### src/rtl/mic1_pkg.sv
// Shared widths, MIR field positions and sequencer state encoding for the
// Mic-1 style micro-sequencer.
package mic1_pkg;
  localparam int MPC_W    = 9;
  localparam int MIR_W    = 36;
  localparam int NA_HI    = 35;
  localparam int NA_LO    = 27;
  localparam int JMPC_BIT = 26;
  localparam int JAMN_BIT = 25;
  localparam int JAMZ_BIT = 24;

  localparam logic [MPC_W-1:0] RESET_MPC = 9'h000;
  localparam logic [MPC_W-1:0] HALT_ADDR = 9'h1FF;

  typedef enum logic [1:0] {FETCH, LOAD, EXEC, HALT} seq_state_e;
endpackage

### src/rtl/mpc_next_logic.sv
// Combinational next-MPC: NEXT_ADDRESS with JAMN/JAMZ OR-ed into bit 8 and
// an optional MBR OR-dispatch on the low byte (no carries anywhere).
module mpc_next_logic
  import mic1_pkg::*;
(
  input  logic [MIR_W-1:0] mir,
  input  logic             alu_n,
  input  logic             alu_z,
  input  logic [7:0]       mbr,
  output logic [MPC_W-1:0] next
);
  logic [MPC_W-1:0] na;

  assign na        = mir[NA_HI:NA_LO];
  assign next[8]   = na[8] | (mir[JAMN_BIT] & alu_n) | (mir[JAMZ_BIT] & alu_z);
  assign next[7:0] = mir[JMPC_BIT] ? (na[7:0] | mbr) : na[7:0];
endmodule

### src/rtl/micro_sequencer.sv
// Three-phase micro-sequencer: FETCH issues the control-store read, LOAD
// captures the word into mir, EXEC retires it (or stalls on mem_busy).
module micro_sequencer
  import mic1_pkg::*;
(
  input  logic             clk,
  input  logic             rst_n,
  output logic             cs_ren,
  output logic [MPC_W-1:0] cs_raddr,
  input  logic [MIR_W-1:0] cs_rdata,
  input  logic             alu_n,
  input  logic             alu_z,
  input  logic [7:0]       mbr,
  input  logic             mem_busy,
  input  logic             halt_req,
  output logic [MIR_W-1:0] mir,
  output logic             mir_exec,
  output logic             halted,
  output logic [15:0]      ucount
);
  seq_state_e       state;
  logic [MPC_W-1:0] mpc;
  logic [MPC_W-1:0] next;

  mpc_next_logic u_next (
    .mir   (mir),
    .alu_n (alu_n),
    .alu_z (alu_z),
    .mbr   (mbr),
    .next  (next)
  );

  assign cs_ren   = (state == FETCH);
  assign cs_raddr = mpc;
  // Commit is same-cycle on mem_busy so the datapath never sees a stale strobe
  assign mir_exec = (state == EXEC) && !mem_busy;

  always_ff @(posedge clk or negedge rst_n) begin
    if (!rst_n) begin
      state  <= FETCH;
      mpc    <= RESET_MPC;
      mir    <= '0;
      ucount <= '0;
      halted <= 1'b0;
    end else begin
      case (state)
        FETCH: state <= LOAD;
        LOAD: begin
          mir   <= cs_rdata;
          state <= EXEC;
        end
        EXEC: begin
          // halt_req only matters on the retiring edge
          if (!mem_busy) begin
            mpc    <= next;
            ucount <= ucount + 16'd1;
            if (next == HALT_ADDR || halt_req) begin
              state  <= HALT;
              halted <= 1'b1;
            end else begin
              state <= FETCH;
            end
          end
        end
        default: ;
      endcase
    end
  end
endmodule

### config.mk
export PLATFORM = sky130hd
export DESIGN_NAME = micro_sequencer
export DESIGN_NICKNAME = d
export VERILOG_FILES = /design/src/rtl/mic1_pkg.sv /design/src/rtl/mpc_next_logic.sv /design/src/rtl/micro_sequencer.sv
export SDC_FILE = /design/constraint.sdc
export NUM_CORES = 1
export LEC_CHECK = 0
export ABC_AREA = 1
export CORE_ASPECT_RATIO = 1.5
export CORE_MARGIN = 4
export CORE_UTILIZATION = 43
export DETAILED_ROUTE_END_ITERATION = 8
export GPL_TIMING_DRIVEN = 0
export PLACE_DENSITY = 0.8
export RECOVER_POWER = 25
export SLEW_MARGIN = 10
export SYNTH_ARGS = -nofsm -noshare
export SYNTH_HDL_FRONTEND = slang
export SYNTH_SLANG_ARGS = --single-unit
### constraint.sdc
create_clock -name clk -period 2.45 [get_ports clk]
set_clock_uncertainty 0.1 [all_clocks]
set_input_delay 0.49 -clock clk [delete_from_list [all_inputs] [get_ports clk]]
set_output_delay 0.49 -clock clk [all_outputs]
set_load 0.03 [all_outputs]
# --- Word level (Yosys, flattened, before mapping) ---
# Cells that the tools add are included.
word_totals:
  reg_bits: 64
  latchBits: 0
  ramBits: 0
  romBits: 0
  input_bits: 50
  out_inout_bits: 64
  word_cells: 28
  n_memories: 0
classes:
  n_addsub: 1
  multipliers: 0
  n_div: 0
  order_cmp: 0
  eq_ne: 4
  shifts: 0
  mux: 4
  n_bitwise: 6
  n_reduce_logical: 8
op_table:
  columns: ["operator", "count"]
  rows:
  - ["$add A16 B1 Y16 const B", 1]
  - ["$eq A9 B9 Y1 const B", 1]
  - ["$mux W8", 1]
  - ["$or A8 B8 Y8", 1]
  - ["$pmux W2 S3", 1]
  - ["$mux W2", 2]
  - ["$reduce_and A2 Y1", 2]
  - ["$reduce_and A3 Y1", 1]
  - ["$reduce_bool A3 Y1", 1]
  - ["$and A1 B1 Y1", 2]
  - ["$eq A2 B1 Y1 const B", 1]
  - ["$eq A2 B2 Y1 const B", 1]
  - ["$logic_not A2 Y1", 1]
  - ["$ne A2 B2 Y1 const B", 1]
  - ["$or A1 B1 Y1", 2]
  - ["$logic_and A1 B1 Y1", 1]
  - ["$logic_not A1 Y1", 1]
  - ["$logic_or A1 B1 Y1", 1]
  - ["$not A1 Y1", 1]

# --- Longest topological paths before layout ---
# Gate-level depths: netlist of run 1.
depth:
  word_depth: 8
  ltp_mapped: 11
  depth_no_buf: 10

# --- Modules after synthesis ---
# Synthesis of run 1 repeated with hierarchy kept, for this count alone.
unflattened:
  hier_cells: 350
  area_unflattened_um2: 2861.5
by_module_without_submodules:
  columns: ["mod", "instances", "cells_per_inst", "area_per_inst_um2", "seq_area_each_um2"]
  rows:
  - ["micro_sequencer", 1, 321, 2750.1, 1601.5]
  - ["mpc_next_logic", 1, 29, 111.4, 0.0]

# --- Worst setup path before layout of run 1 ---
# No wires, ideal clock.
synth_timing:
  kind: "reg2out"
  startpoint: "reg state[0]"
  endpoint: "out mir_exec"
  arrival_ps: 1356
  t_required_ps: 1860
  setup_slack_ps: 504
  stages_incl_launch_ff: 6
  path_buffers: 1
  cell_sequence: "dfrtp_1 inv_1 ha_1 nand2_2 clkinv_2 clkbuf_1"
synth_via:
  elab_chain_len: 2
synth_lines:
  columns: ["element", "line_no", "text"]
  rows:
  - ["from (decl)", "micro_sequencer.sv:21", "seq_state_e state;"]
  - ["from (signal assigned)", "micro_sequencer.sv:40", "state <= FETCH;"]
  - ["from (signal assigned)", "micro_sequencer.sv:47", "FETCH: state <= LOAD;"]
  - ["from (signal assigned)", "micro_sequencer.sv:50", "state <= EXEC;"]
  - ["$eq A2 B2 Y1", "micro_sequencer.sv:36", "assign mir_exec = (state == EXEC) && !mem_busy;"]
  - ["$logic_and A1 B1 Y1", "micro_sequencer.sv:36", null]
  - ["to (decl)", "micro_sequencer.sv:17", "output logic mir_exec,"]
# No other way between the ends.

# --- Worst setup path in the final report of run 1 ---
layout_timing:
  startpoint: "reg state[0]"
  endpoint: "out cs_ren"
layout_via:
  elab_chain_len: 1
layout_lines:
  columns: ["element", "line_no", "text"]
  rows:
  - ["$logic_not A2 Y1", "micro_sequencer.sv:33", "assign cs_ren = (state == FETCH);"]
  - ["to (decl)", "micro_sequencer.sv:8", "output logic cs_ren,"]
# No other way between the ends.

==> results_dict.tcl, run 1 <==
set metrics [dict create \
    cts_tree "done" \
    num_antenna_cells 0 \
    path_cells "inv_1 > ha_1 > clkdlybuf4s50_1" \
    highest-signal-layer "met4" \
    cts_hold_buf 0 \
    h-tree-depth 3 \
    syn_avg_cell_area_um2 8.579 \
    synth_cells 327 \
    vias 2537 \
    drive_gt1_share_pct 6.813 \
    rsz0062_at_grt "false" \
    power.switching_w 0.002513 \
    yosys_warnings 0 \
    seq_area_frac_synth_pct 57.09 \
    ir_worst_vdd_v 0.0008714 \
    arrival_ns 1.66 \
    syn_nets 382 \
    num_rows 35 \
    coreArea_um2 6262 \
    crit_fanout 4 \
    syn_area_um2 2805 \
    power_density_nw_per_um2 1330 \
    clockBufferDepth 2 \
    hold_violations 0 \
    cp-end-kind "output pin" \
    setup_violations 0 \
    postCtsSetupRepairBufs 0 \
    postRouteWirelength_um 7494 \
    synthToLayoutAreaGrowth_pct 50.45 \
    design.die.area_um2 7906 \
    antenna_found_initial 0 \
    dpl.hpwl_um 5779 \
    grt_pass1_vias 2708 \
    ant_nets 0 \
    design_area_um2 4220 \
    clock_latency_ns 0.34 \
    worstMarginPinSlew_ns 1.587 \
    slew_viol_final 65 \
    place_area_um2 4026 \
    slew_headroom_pct -5.807 \
    critPathKind "register to output pin" \
    cts-root-buf "clkbuf_8" \
    via_per_inst 4.796 \
    drc 0 \
    finalPower_w 0.005612 \
    cts_made_buffers 9 \
    num-fill-cells 519 \
    start_util_pct 44.80 \
    grtUsageTotal_pct 20.56 \
    clk_pin_slew_ns 0.07 \
    nNetsFinal 505 \
    p_seq_share_pct 31.6 \
    port_buffers 113 \
    wirelength_met1_um 2776 \
    grt.overflow.total 0 \
    swShare_pct 44.78 \
    grt_pass1_wl_um 12410 \
    dr.pass1.iters 4 \
    intPower_w 0.003099 \
    power.leakage_nw 2.050 \
    p_comb_share_pct 52.3 \
    outcome "complete, but fails checks" \
    dieWidth_um 73.95 \
    violations "max-capacitance violations, max-slew violations" \
    die_h_um 106.9 \
    crit_slowest_cell "clkdlybuf4s50_1" \
    maxCapViolCount 1 \
    io_pins 114 \
    clock-sinks 64 \
    max_freq_mhz 444.1 \
    place_congestion 0.8486 \
    drtIter0Drc 113 \
    wl_per_cell_um 14.17 \
    p_clk_share_pct 16.1 \
    ys_seq_elements 64 \
    holdCritPathClass "register to register" \
    fin_crit_sh_pct 91.92 \
    cp-start-kind "register" \
    wl_met2_um 3782 \
    synth_cell_types 26 \
    max_stage_delay_ns 0.66 \
    required_ns 1.86 \
    met3WireLength_um 781 \
    grt_start_max_net_pins 65 \
    cts_resized 3 \
    min_period_ns 2.252 \
]
## cell usage in the layout (no fill, tap or decap), drive strengths merged
cell type and instances:
xor2 5, dfrtp 64, nor3 6, or2 1
nand4 2, bufinv 1, clkinv 6, nor2 22
nand2 146, clkdlybuf4s50 111, o21ai 13, nand3 5
a21oi 2, inv 28, a21o 1, buf 3
xnor2 7, clkbuf 18, a31oi 9, ha 5
## critical path: cells and delay by family, from the launching register on
| family | cells | cell delay [ns] |
|---|---|---|
| adder cells (fa/ha/maj) | 1 | 0.16 |
| buffers and inverters | 2 | 0.75 |
| flip-flops | 1 | 0.42 |
## power groups by stage
stage               Sequential [W]  Clock (W)  Combinational (W)
global route               0.00182   0.000967            0.00320
global placement           0.00176          0            0.00289
CTS                        0.00178   0.000919            0.00298
finish                     0.00177   0.000904            0.00293
floorplan                  0.00257          0           0.000897
detailed placement         0.00179          0            0.00297
## cell type report
class | count | area, um^2 | area share (%)
sequential | 64 | 1602 | 37.95
timing repair buffer | 113 | 1121 | 26.56
multi-input combinational | 224 | 1060 | 25.11
clock buffer | 10 | 137.6 | 3.261
inverter | 29 | 113.9 | 2.698
tap | 74 | 92.59 | 2.194
clock inverter | 6 | 58.81 | 1.393
buffer | 9 | 35.03 | 0.8301
## synthesized netlist by cell type, drive strengths merged
master,count,share of area [%]
a21o,1,0.27
a21oi,2,0.36
a31oi,9,2.0
buf,3,0.45
clkbuf,7,0.94
clkinv,1,0.18
dfrtp,64,57
ha,5,2.2
inv,28,3.7
nand2,146,20
nand3,5,1.2
nand4,2,0.45
nor2,22,3.4
nor3,6,1.5
o21ai,13,2.3
or2,1,0.31
xnor2,7,2.2
xor2,5,1.6
## path summary, 6_finish.rpt
kind / slack [ns] / from / to / cells past startpoint
setup / recovery: 0.20 / state[0]$_DFFE_PN0P_ / cs_ren / 3
hold / removal: 0.37 / mir[10]$_DFFE_PN0N_ / mir[10]$_DFFE_PN0N_ / 2
setup reg to reg: 0.52 / state[0]$_DFFE_PN0P_ / ucount[14]$_DFFE_PN0P_ / 10
hold reg to reg: 0.37 / mir[10]$_DFFE_PN0N_ / mir[10]$_DFFE_PN0N_ / 2
max in group asynchronous: 0.86 / rst_n / mir[8]$_DFFE_PN0N_ / 1
min in group asynchronous: 0.45 / rst_n / ucount[0]$_DFFE_PN0P_ / 1
## per-stage QoR
stage | hold slack (ns) | worst slack (ns) | cells | setup TNS [ns] | util (%)
2_1_floorplan | 0.09441 | 0.5036 | 327 | 0 | -
3_3_place_gp | 0.3525 | -1.259 | 514 | -80.93 | 64.34
3_5_place_dp | 0.3620 | -0.5356 | 514 | -0.5356 | 64.30
4_1_cts | 0.1596 | 0.04811 | 529 | 0 | 67.49
5_1_grt | 0.3962 | 0.1088 | 529 | 0 | 67.39
6_report | 0.3724 | 0.1980 | 529 | 0 | 67.39
## metal layers
| metal | track usage (%) | vias up |
|---|---|---|
| li1 | - | 1255 |
| met3 | 8.255 | 13 |
| met1 | 21.69 | 1174 |
| met2 | 34.96 | 95 |
| met4 | 9.326 | 0 |
| met5 | 0 | - |
## logic make-up (layout without fill, tap and decap cells)
| logic type | after synthesis | count (layout) | synth area share (%) |
|---|---|---|---|
| AO/OA/AOI/OAI | 25 | 25 | 4.951 |
| XOR/XNOR | 12 | 12 | 3.747 |
| adder cells (fa/ha/maj) | 5 | 5 | 2.230 |
| buffers and inverters | 39 | 167 | 5.308 |
| flip-flops | 64 | 64 | 57.09 |
| AND/OR/NAND/NOR | 182 | 182 | 26.67 |
## flip-flops by register name (all words and copies together), names as in the netlist
register	cells
mir	36
ucount	16
cs_raddr	9
state	2
halted	1
Note: power is estimated with default switching activity, not from simulation.
==> run 2, diff against run 1 <==
- GPL_TIMING_DRIVEN: 0 -> default
==> run 2 against run 1 <==
  * The run now ends clean
  * Combinational power shrank 2%
  * Wire length shrank 3.3%
  * Setup slack improved by 0.011 ns
  * Die area is the same
  * Flip-flop and latch count did not move
  * Sequential power increased by 2%
  * Maximum frequency is 0.51% higher
  * Non-clock buffer count down 5
  * First-iteration DRC count rose by 7.1%
  * Clock power rose by 7.9%
  * Design area about the same
  * Critical path type unchanged
  * Largest power group unchanged
==> results_dict.tcl, run 2 (same netlist as run 1, synthesis figures left out) <==
set metrics [dict create \
    wl_per_cell_um 13.83 \
    crit_fanout 4 \
    p_seq_share_pct 32.0 \
    grt_pass1_vias 2677 \
    seq_area_um2 1602 \
    antenna_found_initial 0 \
    ir_worst_vdd_v 0.0008678 \
    coreArea_um2 6262 \
    slew_headroom_pct 13.49 \
    power.leakage_nw 2.053 \
    via_per_inst 4.859 \
    largest_reg_flops 36 \
    cts-root-buf "clkbuf_8" \
    dpl.hpwl_um 5527 \
    io_pins 114 \
    postCtsSetupRepairBufs 0 \
    grt.overflow.total 0 \
    drive_gt1_share_pct 6.889 \
    intPower_w 0.003160 \
    cts_hold_buf 0 \
    multiInputGateArea_um2 1055 \
    outcome "complete, no violations" \
    r2r_end "ucount[14]$_DFFE_PN0P_" \
    fin_crit_sh_pct 91.45 \
    r2r_setup_slack_ns 0.40 \
    holdCritPathClass "input port to asynchronous set/reset pin" \
    critPathKind "register to output pin" \
    r2r_start "state[0]$_DFFE_PN0P_" \
    grt_start_max_net_pins 46 \
    port_buffers 113 \
    cts_resized 1 \
    min_period_ns 2.241 \
    mostFrequentLayoutCells "nand2_1, clkdlybuf4s50_1, dfrtp_1" \
    clk_pin_slew_ns 0.07 \
    h-tree-depth 3 \
    cts_tree "done" \
    final_common_cell "nand2_1" \
    clock-sinks 64 \
    max_freq_mhz 446.3 \
    die_h_um 106.9 \
    num-fill-cells 510 \
    synthToLayoutAreaGrowth_pct 50.58 \
    clockBufferDepth 2 \
    required_ns 1.86 \
    p_clk_share_pct 17.3 \
    r2r_cells 11 \
    ant_nets 0 \
    design_area_um2 4224 \
    place_congestion 0.8167 \
    drc 0 \
    place_area_um2 4028 \
    postRouteWirelength_um 7247 \
    dr.pass1.iters 4 \
    regMostFlops "mir" \
    slew_viol_final 0 \
    grtUsageTotal_pct 20.15 \
    num_rows 35 \
    grt_pass1_wl_um 12250 \
    cts_made_buffers 9 \
    arrival_ns 1.65 \
    p_comb_share_pct 50.7 \
    worstMarginPinSlew_ns 1.298 \
    cp-end-kind "output pin" \
    vias 2546 \
    cp-start-kind "register" \
    nNetsFinal 500 \
    dieWidth_um 73.95 \
    maxCapViolCount 0 \
    fin_tns_setup_ns 0 \
    drtIter0Drc 121 \
    power_density_nw_per_um2 1336 \
    rsz0062_at_grt "false" \
    setup_violations 0 \
    num_antenna_cells 0 \
    hold_violations 0 \
    swShare_pct 44.01 \
    clock_latency_ns 0.34 \
    start_util_pct 44.80 \
    power.switching_w 0.002484 \
    design.die.area_um2 7906 \
]
==> run 2: routing by layer <==
layer / up-vias / wire length [um] / share of wire [%] / global-route usage [%]
met5: - / 0 / 0 / 0
met4: 0 / 146 / 2.0 / 8.549
met3: 10 / 775 / 11 / 6.942
met2: 119 / 3646 / 50 / 33.50
met1: 1175 / 2679 / 37 / 23.03
li1: 1242 / - / - / -
==> run 2: area by class of cell <==
class                   count  area share (%)
clock buffers              10           3.021
clock inverters             6           1.985
inverters                  29           2.607
multi-input cells         224           24.97
flip-flops and latches     64           37.91
well taps                  74           2.192
repair buffers            117           27.31
==> run 2: worst max-delay path by stage <==
stage | end | slack (ns) | startpoint
after floorplan | mir_exec | 0.50 | state[0]$_DFFE_PN0P_
after global placement | mir_exec | 0.07 | mem_busy
after detailed placement | mir_exec | 0.06 | mem_busy
after CTS | cs_ren | 0.18 | state[1]$_DFFE_PN0P_
after global routing | cs_ren | 0.13 | state[0]$_DFFE_PN0P_
final | cs_ren | 0.21 | state[1]$_DFFE_PN0P_
==> run 2: metrics by stage <==
stage	util, %	hold WS [ns]	setup WS, ns	power [W]	instances
after floorplan	-	0.09441	0.5036	0.003462	327
after global placement	64.32	0.3534	0.06797	0.004624	508
after detailed placement	64.32	0.3618	0.06349	0.004701	508
after CTS	67.67	0.04449	0.1820	0.005696	524
after global routing	67.45	0.4054	0.1272	0.006006	524
final	67.45	0.3194	0.2095	0.005643	524
==> run 2: critical path: stages, from the launching register on <==
cell and delay (ns):
dfrtp_1 0.42, inv_1 0.09, ha_1 0.14, clkdlybuf4s50_1 0.66
==> run 2: power groups by stage <==
stage	sequential [W]	combinational [W]	clock (W)
after global routing	0.00185	0.00311	0.00104
after CTS	0.00181	0.00290	0.000990
after floorplan	0.00257	0.000897	0
after detailed placement	0.00181	0.00289	0
after global placement	0.00179	0.00283	0
final	0.00181	0.00286	0.000975
==> run 3, diff against run 2 <==
==> constraint.sdc (replaced) <==
create_clock -name clk -period 2.45 [get_ports clk]
set_clock_uncertainty 0.1 [all_clocks]
set_input_delay 0.245 -clock clk [delete_from_list [all_inputs] [get_ports clk]]
set_output_delay 0.245 -clock clk [all_outputs]
set_load 0.03 [all_outputs]
==> run 3 against run 2 <==
  * The run now ends with max-capacitance violations, max-slew violations left
  * Total power decreased by 1.2%
  * First-iteration DRC count increased by 27%
  * Die area unchanged
  * Critical path type unchanged
  * Critical endpoint is now mir_exec
  * Highest routed layer unchanged
==> results_dict.tcl, run 3 (same netlist as run 1, synthesis figures left out) <==
set metrics [dict create \
    crit_family "buffers and inverters" \
    cts_made_buffers 9 \
    slew_viol_final 65 \
    holdPathStages 3 \
    ir_worst_vdd_v 0.0008106 \
    mostFrequentLayoutCells "nand2_1, clkdlybuf4s50_1, dfrtp_1" \
    finalPower_w 0.005575 \
    drc 0 \
    setup_violations 0 \
    port_buffers 113 \
    violations "max-capacitance violations, max-slew violations" \
    crit_fanout 13 \
    drtIter0Drc 154 \
    p_seq_share_pct 32.3 \
    power_density_nw_per_um2 1323 \
    fin_crit_sh_pct 90.97 \
    design.die.area_um2 7906 \
    multiInputGateArea_um2 1055 \
    synthToLayoutAreaGrowth_pct 50.22 \
    max_stage_delay_ns 0.41 \
    grt_use_met2_pct 32.36 \
    pre_cts_ws_ns 0.2981 \
    min_period_ns 2.229 \
    grt_pass1_vias 2597 \
    holdCritPathClass "input port to register" \
    dr.pass1.iters 4 \
    grt_pass1_wl_um 12000 \
    outcome "complete, but fails checks" \
    slew_headroom_pct -2.602 \
    cts-root-buf "clkbuf_8" \
    wl_per_cell_um 13.52 \
    start_util_pct 44.80 \
    cts_tree "done" \
    worstMarginPinSlew_ns 1.539 \
    grtUsageMet1_pct 22.00 \
    r2r_start "state[0]$_DFFE_PN0P_" \
    drive_gt1_share_pct 6.444 \
    die_h_um 106.9 \
    grt_start_max_net_pins 65 \
    p_comb_share_pct 51.3 \
    num_rows 35 \
    rsz0062_at_grt "false" \
    grt-busiest-layer "met2" \
    power.switching_w 0.002457 \
    dieWidth_um 73.95 \
    hold_violations 0 \
    h-tree-depth 3 \
    critPathKind "register to output pin" \
    num-fill-cells 510 \
    r2r_setup_slack_ns 0.46 \
    maxCapViolCount 1 \
    io_pins 114 \
    regMostFlops "mir" \
    p_clk_share_pct 16.4 \
    final_common_cell "nand2_1" \
    num_antenna_cells 0 \
    clk_pin_slew_ns 0.07 \
    cp-end-kind "output pin" \
    place_congestion 0.8367 \
    nNetsFinal 500 \
    swShare_pct 44.07 \
    postCtsSetupRepairBufs 0 \
    grt.overflow.total 0 \
    r2r_end "ucount[14]$_DFFE_PN0P_" \
    via_per_inst 4.788 \
    fin_tns_setup_ns 0 \
    crit_slowest_cell "dlygate4sd2_1" \
    path_buf_inv 3 \
    path_cells "inv_1 > ha_1 > nand2_2 > clkinv_2 > dlygate4sd2_1" \
    clock_latency_ns 0.34 \
    r2r_cells 10 \
    largest_reg_flops 36 \
    dpl.hpwl_um 5300 \
    setup_slack_ns 0.2212 \
    timing.hold.worst.start "cs_rdata[22]" \
    seq_area_um2 1602 \
    intPower_w 0.003118 \
    place_area_um2 4008 \
    coreArea_um2 6262 \
    postRouteWirelength_um 7087 \
    antenna_found_initial 0 \
    power.leakage_nw 2.042 \
    required_ns 2.11 \
    max_freq_mhz 448.7 \
    clock-sinks 64 \
    vias 2509 \
    clockBufferDepth 2 \
    hold_end "mir[22]$_DFFE_PN0N_" \
    ant_nets 0 \
    grtUsageTotal_pct 19.71 \
    cp-start-kind "register" \
    arrival_ns 1.88 \
    design_area_um2 4214 \
    grt_use_met3_pct 9.756 \
]
-- run 3: cell types whose count changed in the layout (fill, tap and decap cells not counted) --
| cell | delta |
|---|---|
| clkinv_2 | -3 |
| clkbuf_8 | +2 |
| buf_2 | +1 |
| buf_4 | -1 |
| bufinv_16 | -1 |
| clkbuf_1 | +1 |
| clkbuf_2 | +1 |
| clkbuf_4 | -1 |
| clkinv_4 | -1 |
| clkinvlp_4 | +1 |
| dlygate4sd3_1 | +1 |
-- run 3: worst max path at each step --
stage	startpoint	end	cells past startpoint
floorplan	state[0]$_DFFE_PN0P_	ucount[13]$_DFFE_PN0P_	7
global placement	mem_busy	mir_exec	5
detailed placement	mem_busy	mir_exec	5
CTS	state[0]$_DFFE_PN0P_	mir_exec	5
global route	state[0]$_DFFE_PN0P_	mir_exec	5
finish	state[0]$_DFFE_PN0P_	mir_exec	5
-- run 3: cell type report --
cell class,instances,area share [%]
Inverter,29,2.613
Sequential cell,64,38.00
Timing Repair Buffer,117,27.41
Multi-Input combinational cell,224,25.03
Tap cell,74,2.197
Clock inverter,2,0.8907
Clock buffer,14,3.860
-- run 3: repair_timing --
item | in CTS | in global routing
endpoints found under the hold margin | 2 | 0
gates resized for setup | 1 | 0
setup endpoints to repair | 1 | 0
hold buffers | 1 | 0
-- run 3: stage by stage --
step	util (%)	hold WS [ns]	std cells
2_1_floorplan	-	-0.1506	327
3_3_place_gp	64.00	0.3543	507
3_5_place_dp	64.00	0.3582	507
4_1_cts	67.33	0.3314	524
5_1_grt	67.29	0.3395	524
6_report	67.29	0.3357	524
-- run 3: power groups by stage --
| stage | clock [W] | combinational (W) | sequential (W) |
|---|---|---|---|
| 5_1_grt | 0.000983 | 0.00310 | 0.00186 |
| 2_1_floorplan | 0 | 0.000897 | 0.00257 |
| 3_5_place_dp | 0 | 0.00288 | 0.00181 |
| 4_1_cts | 0.000928 | 0.00290 | 0.00181 |
| 3_3_place_gp | 0 | 0.00283 | 0.00179 |
| 6_report | 0.000916 | 0.00286 | 0.00180 |
-- run 3: metal layers --
layer  vias up  share of wire (%)
met5         -                  0
met3         9                 11
met4         0                1.8
met1      1152                 39
met2       102                 48
li1       1246                  -
-- run 3: worst register-to-register path, stage by stage (launching register included) --
cell and delay, ns:
dfrtp_1 0.42, inv_1 0.11, ha_1 0.22, nand2_2 0.16
clkinv_2 0.19, nand2_2 0.10, nor2_4 0.15, nand3_2 0.11
nor2_2 0.13, nand2_1 0.07, xor2_1 0.14
